<file path="src/rtl/cpc_vram_scheduler.sv">
// 16-phase video RAM time-slot scheduler: CRTC fetches in slots 2/6, one CPU access in slot 10,
// plus the 1 MHz CRTC clock-enable strobes.
module cpc_vram_scheduler #(
    parameter int unsigned RAM_LAT = 2
) (
    input  logic        CLOCK,
    input  logic        nRESET,
    input  logic        CE16,
    output logic [3:0]  phase,
    output logic        crtc_clken,
    output logic        crtc_nclken,
    input  logic [13:0] MA,
    input  logic [4:0]  RA,
    output logic [15:0] vid_data,
    output logic        vid_strobe,
    input  logic        cpu_req,
    input  logic        cpu_we,
    input  logic [15:0] cpu_addr,
    input  logic [7:0]  cpu_din,
    output logic [7:0]  cpu_dout,
    output logic        cpu_ack,
    output logic        cpu_wait,
    output logic [15:0] ram_addr,
    output logic        ram_rd,
    output logic        ram_we,
    output logic [7:0]  ram_din,
    input  logic [7:0]  ram_dout
);

    typedef enum logic [1:0] {
        CPU_IDLE,
        CPU_READ,
        CPU_WRITE
    } cpu_state_t;

    localparam logic [3:0] PH_BYTE0  = 4'(2 + RAM_LAT);
    localparam logic [3:0] PH_BYTE1  = 4'(6 + RAM_LAT);
    localparam logic [3:0] PH_CPU_RD = 4'(10 + RAM_LAT);

    cpu_state_t cpu_state;
    logic       served;
    logic [7:0] byte0;
    logic [7:0] byte1;
    logic [7:0] byte1_now;
    logic       unused_addr_bits;

    // With RAM_LAT=2 the second byte arrives on the same tick that publishes vid_data.
    assign byte1_now = (RAM_LAT == 2) ? ram_dout : byte1;

    assign crtc_clken  = nRESET & CE16 & (phase == 4'd15);
    assign crtc_nclken = nRESET & CE16 & (phase == 4'd7);
    assign cpu_wait    = nRESET & cpu_req & ~served & ~cpu_ack;

    assign unused_addr_bits = ^{MA[11:10], RA[4:3]};

    always_ff @(posedge CLOCK) begin
        if (!nRESET) begin
            phase      <= '0;
            vid_data   <= '0;
            vid_strobe <= 1'b0;
            cpu_dout   <= '0;
            cpu_ack    <= 1'b0;
            ram_addr   <= '0;
            ram_rd     <= 1'b0;
            ram_we     <= 1'b0;
            ram_din    <= '0;
            byte0      <= '0;
            byte1      <= '0;
            served     <= 1'b0;
            cpu_state  <= CPU_IDLE;
        end else begin
            vid_strobe <= 1'b0;
            cpu_ack    <= 1'b0;
            ram_rd     <= 1'b0;
            ram_we     <= 1'b0;

            if (!cpu_req) begin
                served <= 1'b0;
            end

            if (CE16) begin
                phase <= phase + 4'd1;

                // Strobes are set one tick early so they land in the slot itself.
                case (phase)
                    4'd1: begin
                        ram_rd   <= 1'b1;
                        ram_addr <= {MA[13:12], RA[2:0], MA[9:0], 1'b0};
                    end
                    4'd5: begin
                        ram_rd   <= 1'b1;
                        ram_addr <= {MA[13:12], RA[2:0], MA[9:0], 1'b1};
                    end
                    4'd9: begin
                        if (cpu_req && !served) begin
                            ram_addr  <= cpu_addr;
                            ram_we    <= cpu_we;
                            ram_rd    <= ~cpu_we;
                            ram_din   <= cpu_din;
                            cpu_state <= cpu_we ? CPU_WRITE : CPU_READ;
                        end
                    end
                    default: ;
                endcase

                if (phase == PH_BYTE0) begin
                    byte0 <= ram_dout;
                end
                if (phase == PH_BYTE1) begin
                    byte1 <= ram_dout;
                end
                if (phase == 4'd8) begin
                    vid_data   <= {byte0, byte1_now};
                    vid_strobe <= 1'b1;
                end

                if (phase == PH_CPU_RD && cpu_state == CPU_READ) begin
                    cpu_dout <= ram_dout;
                end
                if (phase == 4'd12 && cpu_state != CPU_IDLE) begin
                    cpu_ack   <= 1'b1;
                    served    <= 1'b1;
                    cpu_state <= CPU_IDLE;
                end
            end
        end
    end

endmodule

</file>
<file path="config.mk">
export PLATFORM = sky130hd
export DESIGN_NAME = cpc_vram_scheduler
export DESIGN_NICKNAME = d
export VERILOG_FILES = /design/src/rtl/cpc_vram_scheduler.sv
export SDC_FILE = /design/constraint.sdc
export NUM_CORES = 1
export LEC_CHECK = 0
export BUFFER_PORTS_ARGS = -buffer_cell sky130_fd_sc_hd__buf_2
export CORE_UTILIZATION = 47
export CTS_CLUSTER_SIZE = 28
export DETAILED_ROUTE_END_ITERATION = 7
export HOLD_SLACK_MARGIN = 0.02
export PLACE_DENSITY = 0.87
export SLEW_MARGIN = 0
export SYNTH_ARGS = -nofsm -noshare
export SYNTH_HDL_FRONTEND = slang
export SYNTH_SLANG_ARGS = --single-unit
</file>
<file path="constraint.sdc">
create_clock -name CLOCK -period 2.04 [get_ports CLOCK]
set_clock_uncertainty 0.1 [all_clocks]
set_input_delay 0.204 -clock CLOCK [delete_from_list [all_inputs] [get_ports CLOCK]]
set_output_delay 0.204 -clock CLOCK [all_outputs]
set_load 0.02 [all_outputs]
</file>
-- After elaboration in Yosys (flattened, before gate mapping)
Cells that the tools add are included.
- input port bits: 56
- register bits: 67
- eq/ne operators: 10
- bitwise gates (word level): 9
- multiplexer cells: 13
- reduce and logical (&&, ||, !) cells: 17
- add/sub/neg operators: 1
- operator list (kind ; count):
    16-bit one-hot mux with 3 select lines ; 1
    4-bit == test, second input constant ; 4
    16-bit 2-to-1 mux ; 1
    4-bit by 3-bit == test with 1-bit output, second input constant ; 3
    3-bit AND reduction ; 3
    2-bit 2-to-1 mux ; 4
    2-bit AND reduction ; 4
    1-bit AND ; 6
    1-bit 2-to-1 mux ; 6
    2-bit nonzero test ; 3
    4-bit by 1-bit adder with 4-bit output, second input constant ; 1
    4-bit by 1-bit == test with 1-bit output, second input constant ; 1
    4-bit AND reduction ; 1
    1-bit logical AND ; 3
    1-bit NOT ; 3
    3-bit nonzero test ; 1
    2-bit by 1-bit == test with 1-bit output, second input constant ; 1
    2-bit inequality test, second input constant ; 1
    1-bit one-hot mux with 2 select lines ; 1
    2-bit OR reduction ; 1
    1-bit zero test ; 1

-- Longest topological paths before layout
Gate-level depths: netlist (run 1).
- word-level depth: 5
- gate-level depth with buffers: 8

-- Least setup slack after synthesis (run 1)
No wires, ideal clock.
- kind: register -> register
- from: reg phase[0]
- to: reg vid_strobe
- arrival time: 1.543 ns
- setup time: 0.115 ns
- path buffers: 3
- data required time: 1.825 ns
- setup slack: 0.282 ns
- cell stages (with the launch flop): 8
- cells stage by stage: dfxtp_1 inv_1 ha_1 buf_2 and4b_2 buf_4 buf_6 and2_1
- longest elaborated chain between the ends: 2
- RTL lines (element ; line ; source):
    start, declared ; 9 ; output logic [3:0] phase,
    start signal, assigned ; 82 ; phase <= phase + 4'd1;
    4-bit == test ; 112 ; if (phase == 4'd8) begin
    1-bit 2-to-1 mux ; 112 ;
    end signal, assigned ; 60 ; vid_strobe <= 1'b0;
    end signal, assigned ; 72 ; vid_strobe <= 1'b0;
    end signal, assigned ; 114 ; vid_strobe <= 1'b1;
    end, declared ; 15 ; output logic vid_strobe,
Every way passes these cells.
A chain may end at the register's enable or synchronous reset.

-- Worst setup path after layout (run 1)
- from: reg phase[0]
- to: reg cpu_dout[1]
- longest elaborated chain between the ends: 3
- RTL lines (element ; line ; source):
    4-bit == test ; 117 ; if (phase == PH_CPU_RD && cpu_state == CPU_READ) begin
    1-bit logical AND ; 117 ;
    2-bit AND reduction (no line) ; - ;
    end signal, assigned ; 118 ; cpu_dout <= ram_dout;
    end, declared ; 20 ; output logic [7:0] cpu_dout,
Every way passes these cells.

==> flow_metrics.env, run 1 <==
export IMPL_status="complete, no violations"
export IMPL_grt_max_degree=49
export IMPL_ir_worst_vdd_v=0.000506
export IMPL_design_area_mm2=0.00390
export IMPL_critical_path_cell_chain="inv_1 -> ha_1 -> nand4_1 -> o21ai_0 -> a21boi_1"
export IMPL_arrival_ps=2020
export IMPL_worst_pin_slew_ps=495
export IMPL_grt_ovfl_total=0
export IMPL_synth_cells=331
export IMPL_dp_hpwl_um=5380
export IMPL_drive_gt1_frac=0.338
export IMPL_grt_pass1_vias=2808
export IMPL_fin_nets=501
export IMPL_fillers=553
export IMPL_whs_ps=31.5
export IMPL_dieArea_mm2=0.00691
export IMPL_rsz0062_at_grt="no"
export IMPL_syn_to_final_growth_pct=26.0
export IMPL_row_count=29
export IMPL_hold_class="in -> reg"
export IMPL_ant_nets=0
export IMPL_cts_clk_slew_worst_paths_ps=80
export IMPL_path_buf_inv=1
export IMPL_critPathKind="reg -> reg"
export IMPL_cts_buffer_depth=2
export IMPL_critPathLaunchType="flip-flop"
export IMPL_die_h_um=83.1
export IMPL_numCtsBuffers=9
export IMPL_place_inst=499
export IMPL_cts_sinks=67
export IMPL_power_density_mw_per_mm2=718
export IMPL_ioPinCount=115
export IMPL_final_setup_tns_ps=0
export IMPL_slew_viol_final=0
export IMPL_cts_tree="done"
export IMPL_io_buffers=110
export IMPL_drc=0
export IMPL_setup_viol=0
export IMPL_grt_antenna_before_repair=0
export IMPL_endpoint_kind="flip-flop"
export IMPL_synth_warnings=0
export IMPL_diodes=0
export IMPL_vias=2864
export IMPL_fp_dieW_um=83.1
export IMPL_initial_core_util=0.487
export IMPL_post_drt_wl_per_cell_um=14.8
export IMPL_htreeDepth=3
export IMPL_cts_root_buffer="clkbuf_8"
export IMPL_track_usage=0.233
export IMPL_via_per_inst=5.47
export IMPL_cp_top_family="compound AO/OA/AOI/OAI gates"
export IMPL_instances_no_fill=524
export IMPL_worst_slack_ps=136
export IMPL_maxSlewHeadroom=0.669
export IMPL_gp_congestion=0.806
export IMPL_period_minus_slack_ps=1900
export IMPL_crit_path_max_incr_delay_ps=390
export IMPL_syn_nets=390
export IMPL_ys_seq_elements=67
export IMPL_cts_setup_buffers=0
export IMPL_p_leak_nw=1.77
export IMPL_ys_types=42
export IMPL_core_area_mm2=0.00635
export IMPL_totalWireLength_um=7740
export IMPL_mostFrequentLayoutCell="buf_2"
export IMPL_syn_area_per_cell_um2=9.35
export IMPL_clk_latency_ps=330
export IMPL_hold_viol=0
export IMPL_netlist_area_mm2=0.00309
export IMPL_dr_pass1_iters=4
export IMPL_crit_slowest_cell="nand4_1"
export IMPL_ys_seq_area_frac=0.433
export IMPL_drv_cap=0
export IMPL_final_cell_mix="buf_2, dfxtp_1, nand2_1"
export IMPL_timing_fmax_ghz=0.525
export IMPL_finalCritPeriodShare=0.933
export IMPL_drt_iter0_drc=139
export IMPL_dpl_cell_area_mm2=0.00360
export IMPL_crit_required_ps=2160
export IMPL_path_max_fanout=10
export IMPL_grt_first_pass_wirelength_um=13100
export IMPL_dp_slack_ps=294
synthesized netlist by cell type (all sizes together):
library cell,instances,area (um2)
or2b,9,77.6
nand3b,1,7.51
nor3b,1,18.8
and2,5,31.3
dfxtp,67,1340
o221a,1,11.3
o221ai,15,131
clkbuf,7,26.3
o21a,2,16.3
nand2b,9,56.3
nand3,17,85.1
inv,3,11.3
nand4,2,12.5
or3,1,6.26
o31ai,1,7.51
and3,4,25.0
xnor2,2,17.5
buf,22,190
a21oi,15,75.1
nand2,52,195
nor3,1,5.00
nand4b,3,41.3
ha,3,37.5
mux2i,16,160
o2111a,1,11.3
a21boi,43,323
and4b,3,32.5
nor2,1,3.75
o21ai,17,85.1
and4,1,8.76
o211ai,2,15.0
nor2b,3,18.8
xor2,1,8.76
logic make-up (layout without fill, tap and decap cells):
kind of cell    count (synthesis)  after routing  synth area share
mux                            16             16            0.0518
buf+inv                        32            148            0.0736
xor+xnor                        3              3           0.00849
simple gates                  113            113             0.202
fa+ha+maj                       3              3            0.0121
flops                          67             67             0.433
compound gates                 97             97             0.218
per-layer routing:
metal | vias up | part of all wire | global-route usage
met5 | - | 0 | 0
met2 | 98 | 0.49 | 0.391
met4 | 0 | 0.020 | 0.110
met1 | 1354 | 0.44 | 0.291
li1 | 1398 | - | -
met3 | 14 | 0.048 | 0.0417
repair_timing:
item	4_1_cts	5_1_grt
endpoints found under the hold margin	9	0
setup endpoints to repair	0	3
gates resized for setup	0	1
hold buffers	9	0
layout make-up:
type                    instances  area, um2  share of cell area
multi-input cells             232       1530               0.391
well taps                      77       96.3              0.0247
inverters                       3       11.3             0.00289
clock buffers                   9        124              0.0318
flip-flops and latches         67       1340               0.344
repair buffers                129        716               0.184
clock inverters                 7       82.6              0.0212
worst paths after layout:
path / startpoint / to / slack [ps] / depth (start not counted)
worst max-delay path: phase[0] / cpu_dout[1] / 140 / 5
worst min-delay path: ram_dout[4] / vid_data[4] / 30 / 3
worst max register to register: phase[0] / cpu_dout[1] / 140 / 5
worst min register to register: vid_data[6] / vid_data[6] / 350 / 2
through the flow:
step | total power, mW | util
global placement | 1.65 | 0.567
CTS | 2.82 | 0.614
floorplan | 1.55 | -
detailed placement | 1.66 | 0.567
finish | 2.80 | 0.614
global route | 2.92 | 0.614
worst min-delay path: stages:
cell	delay, ps
buf_2	120
nand2_1	50
a21boi_1	50
flip-flops by register name, summed over array words and instances, names as in the netlist:
name / flops
cpu_ack: 1
byte0: 8
served: 1
ram_we: 1
ram_rd: 1
cpu_state: 2
cpu_dout: 8
ram_addr: 16
vid_strobe: 1
ram_din: 8
vid_data: 16
phase: 4
report_power, final:
| group | internal [mW] | switching (mW) |
|---|---|---|
| sequential | 1.34 | 0.0247 |
| combinational | 0.130 | 0.154 |
| clock | 0.586 | 0.567 |
Note: power is estimated with default switching activity, not from simulation.
==> run 2, diff against run 1 <==
==> constraint.sdc (replaced) <==
create_clock -name CLOCK -period 2.2 [get_ports CLOCK]
set_clock_uncertainty 0.1 [all_clocks]
set_input_delay 0.22 -clock CLOCK [delete_from_list [all_inputs] [get_ports CLOCK]]
set_output_delay 0.22 -clock CLOCK [all_outputs]
set_load 0.02 [all_outputs]
==> flow_metrics.env, run 2 (same netlist as run 1, synthesis figures left out) <==
export IMPL_dr_pass1_iters=4
export IMPL_share_seq_of_total_power=0.453
export IMPL_final_cell_mix="buf_2, dfxtp_1, nand2_1"
export IMPL_combPwrFrac=0.090
export IMPL_cts_hold_buf=4
export IMPL_cts_buffer_depth=2
export IMPL_clockPowerShare=0.456
export IMPL_totalWireLength_um=7590
export IMPL_period_minus_slack_ps=2020
export IMPL_drt_iter0_drc=230
export IMPL_fin_nets=493
export IMPL_reg_largest_list="ram_addr: 16 flops, vid_data: 16 flops"
export IMPL_whs_ps=25.4
export IMPL_io_buffers=110
export IMPL_numCtsBuffers=9
export IMPL_hold_class="in -> reg"
export IMPL_finalCritPeriodShare=0.917
export IMPL_path_buf_inv=2
export IMPL_dp_hpwl_um=5340
export IMPL_vias=2844
export IMPL_drive_gt1_frac=0.335
export IMPL_cts_root_buffer="clkbuf_8"
export IMPL_fp_dieW_um=83.1
export IMPL_grt_antenna_before_repair=0
export IMPL_diodes=0
export IMPL_crit_required_ps=1880
export IMPL_path_max_fanout=20
export IMPL_power_density_mw_per_mm2=720
export IMPL_hold_viol=0
export IMPL_syn_to_final_growth_pct=24.9
export IMPL_grt_max_degree=47
export IMPL_grt_pass1_vias=2643
export IMPL_cts_setup_buffers=0
export IMPL_ant_nets=0
export IMPL_ir_worst_vdd_v=0.000613
export IMPL_grt_ovfl_total=0
export IMPL_worst_slack_ps=183
export IMPL_post_drt_wl_per_cell_um=14.7
export IMPL_cts_sinks=67
export IMPL_p_leak_nw=1.75
export IMPL_crit_slowest_cell="dfxtp_1"
export IMPL_drc=0
export IMPL_switching_share=0.241
export IMPL_die_h_um=83.1
export IMPL_core_area_mm2=0.00635
export IMPL_cp_top_family="flip-flops"
export IMPL_slew_viol_final=0
export IMPL_dieArea_mm2=0.00691
export IMPL_utilization=0.609
export IMPL_drv_cap=0
export IMPL_cts_clk_slew_worst_paths_ps=80
export IMPL_setup_viol=0
export IMPL_grt_first_pass_wirelength_um=12500
export IMPL_power_switching_uw=672
export IMPL_cts_resized=0
export IMPL_internal_power_mw=2.11
export IMPL_final_setup_tns_ps=0
export IMPL_crit_path_max_incr_delay_ps=730
export IMPL_track_usage=0.225
export IMPL_ioPinCount=115
export IMPL_critPathKind="reg -> out"
export IMPL_row_count=29
export IMPL_cts_tree="done"
export IMPL_arrival_ps=1700
export IMPL_clk_latency_ps=350
export IMPL_gp_congestion=0.806
export IMPL_initial_core_util=0.487
export IMPL_endpoint_kind="output pin"
export IMPL_via_per_inst=5.51
export IMPL_htreeDepth=3
export IMPL_rsz0062_at_grt="no"
export IMPL_dp_slack_ps=373
export IMPL_maxSlewHeadroom=0.577
export IMPL_critical_path_cell_chain="buf_4 -> and3_1 -> buf_2"
export IMPL_critPathLaunchType="flip-flop"
export IMPL_finalPower_mw=2.78
export IMPL_timing_fmax_ghz=0.496
export IMPL_worst_pin_slew_ps=634
export IMPL_mostFrequentLayoutCell="buf_2"
export IMPL_status="complete, no violations"
## run 2: cell count changes in the layout (fill, tap and decap cells not counted)
cell / before / now
clkinvlp_4: 2 / 1
bufinv_16: 1 / 3
clkinv_4: 0 / 2
dfxtp_2: 1 / 0
dlygate4sd3_1: 9 / 4
inv_6: 3 / 1
inv_8: 1 / 0
buf_4: 10 / 7
dfxtp_1: 66 / 67
## run 2: final cells by class
| class | count | area [um2] |
|---|---|---|
| clock buffers | 9 | 124 |
| multi-input cells | 232 | 1530 |
| fillers | 533 | 2480 |
| clock inverters | 7 | 124 |
| repair buffers | 121 | 643 |
| flip-flops and latches | 67 | 1340 |
| inverters | 3 | 11.3 |
| well taps | 77 | 96.3 |
## run 2: path summary, 6_finish.rpt
kind / startpoint / end / slack, ps / cells past startpoint
hold / removal: cpu_din[5] / ram_din[5] / 30 / 3
hold reg to reg: vid_data[5] / vid_data[5] / 360 / 2
setup reg to reg: phase[0] / ram_addr[0] / 340 / 4
setup / recovery: phase[3] / crtc_clken / 180 / 3
## run 2: worst min-delay path, cell delays in order
cell and delay [ps]:
buf_2 100, nand3_1 60, a21boi_1 50
## run 2: power by group through the flow
stage / Sequential, mW / Clock [mW] / Combinational, mW
after floorplan: 1.32 / 0 / 0.118
after global placement: 1.29 / 0 / 0.239
after detailed placement: 1.29 / 0 / 0.245
after CTS: 1.26 / 1.28 / 0.252
after global routing: 1.27 / 1.35 / 0.274
final: 1.26 / 1.27 / 0.251
## run 2: metrics by stage
| step | instance area [um2] | cells |
|---|---|---|
| detailed placement | 3580 | 496 |
| CTS | 3860 | 516 |
| global route | 3860 | 516 |
| finish | 3860 | 516 |
| floorplan | 3090 | 331 |
| global placement | 3580 | 496 |
## run 2: metal layers
layer	up-vias	track usage	wire length, um
met5	-	0	0
met3	14	0.0537	483
met4	0	0.107	144
met1	1346	0.289	3340
met2	109	0.355	3630
li1	1375	-	-
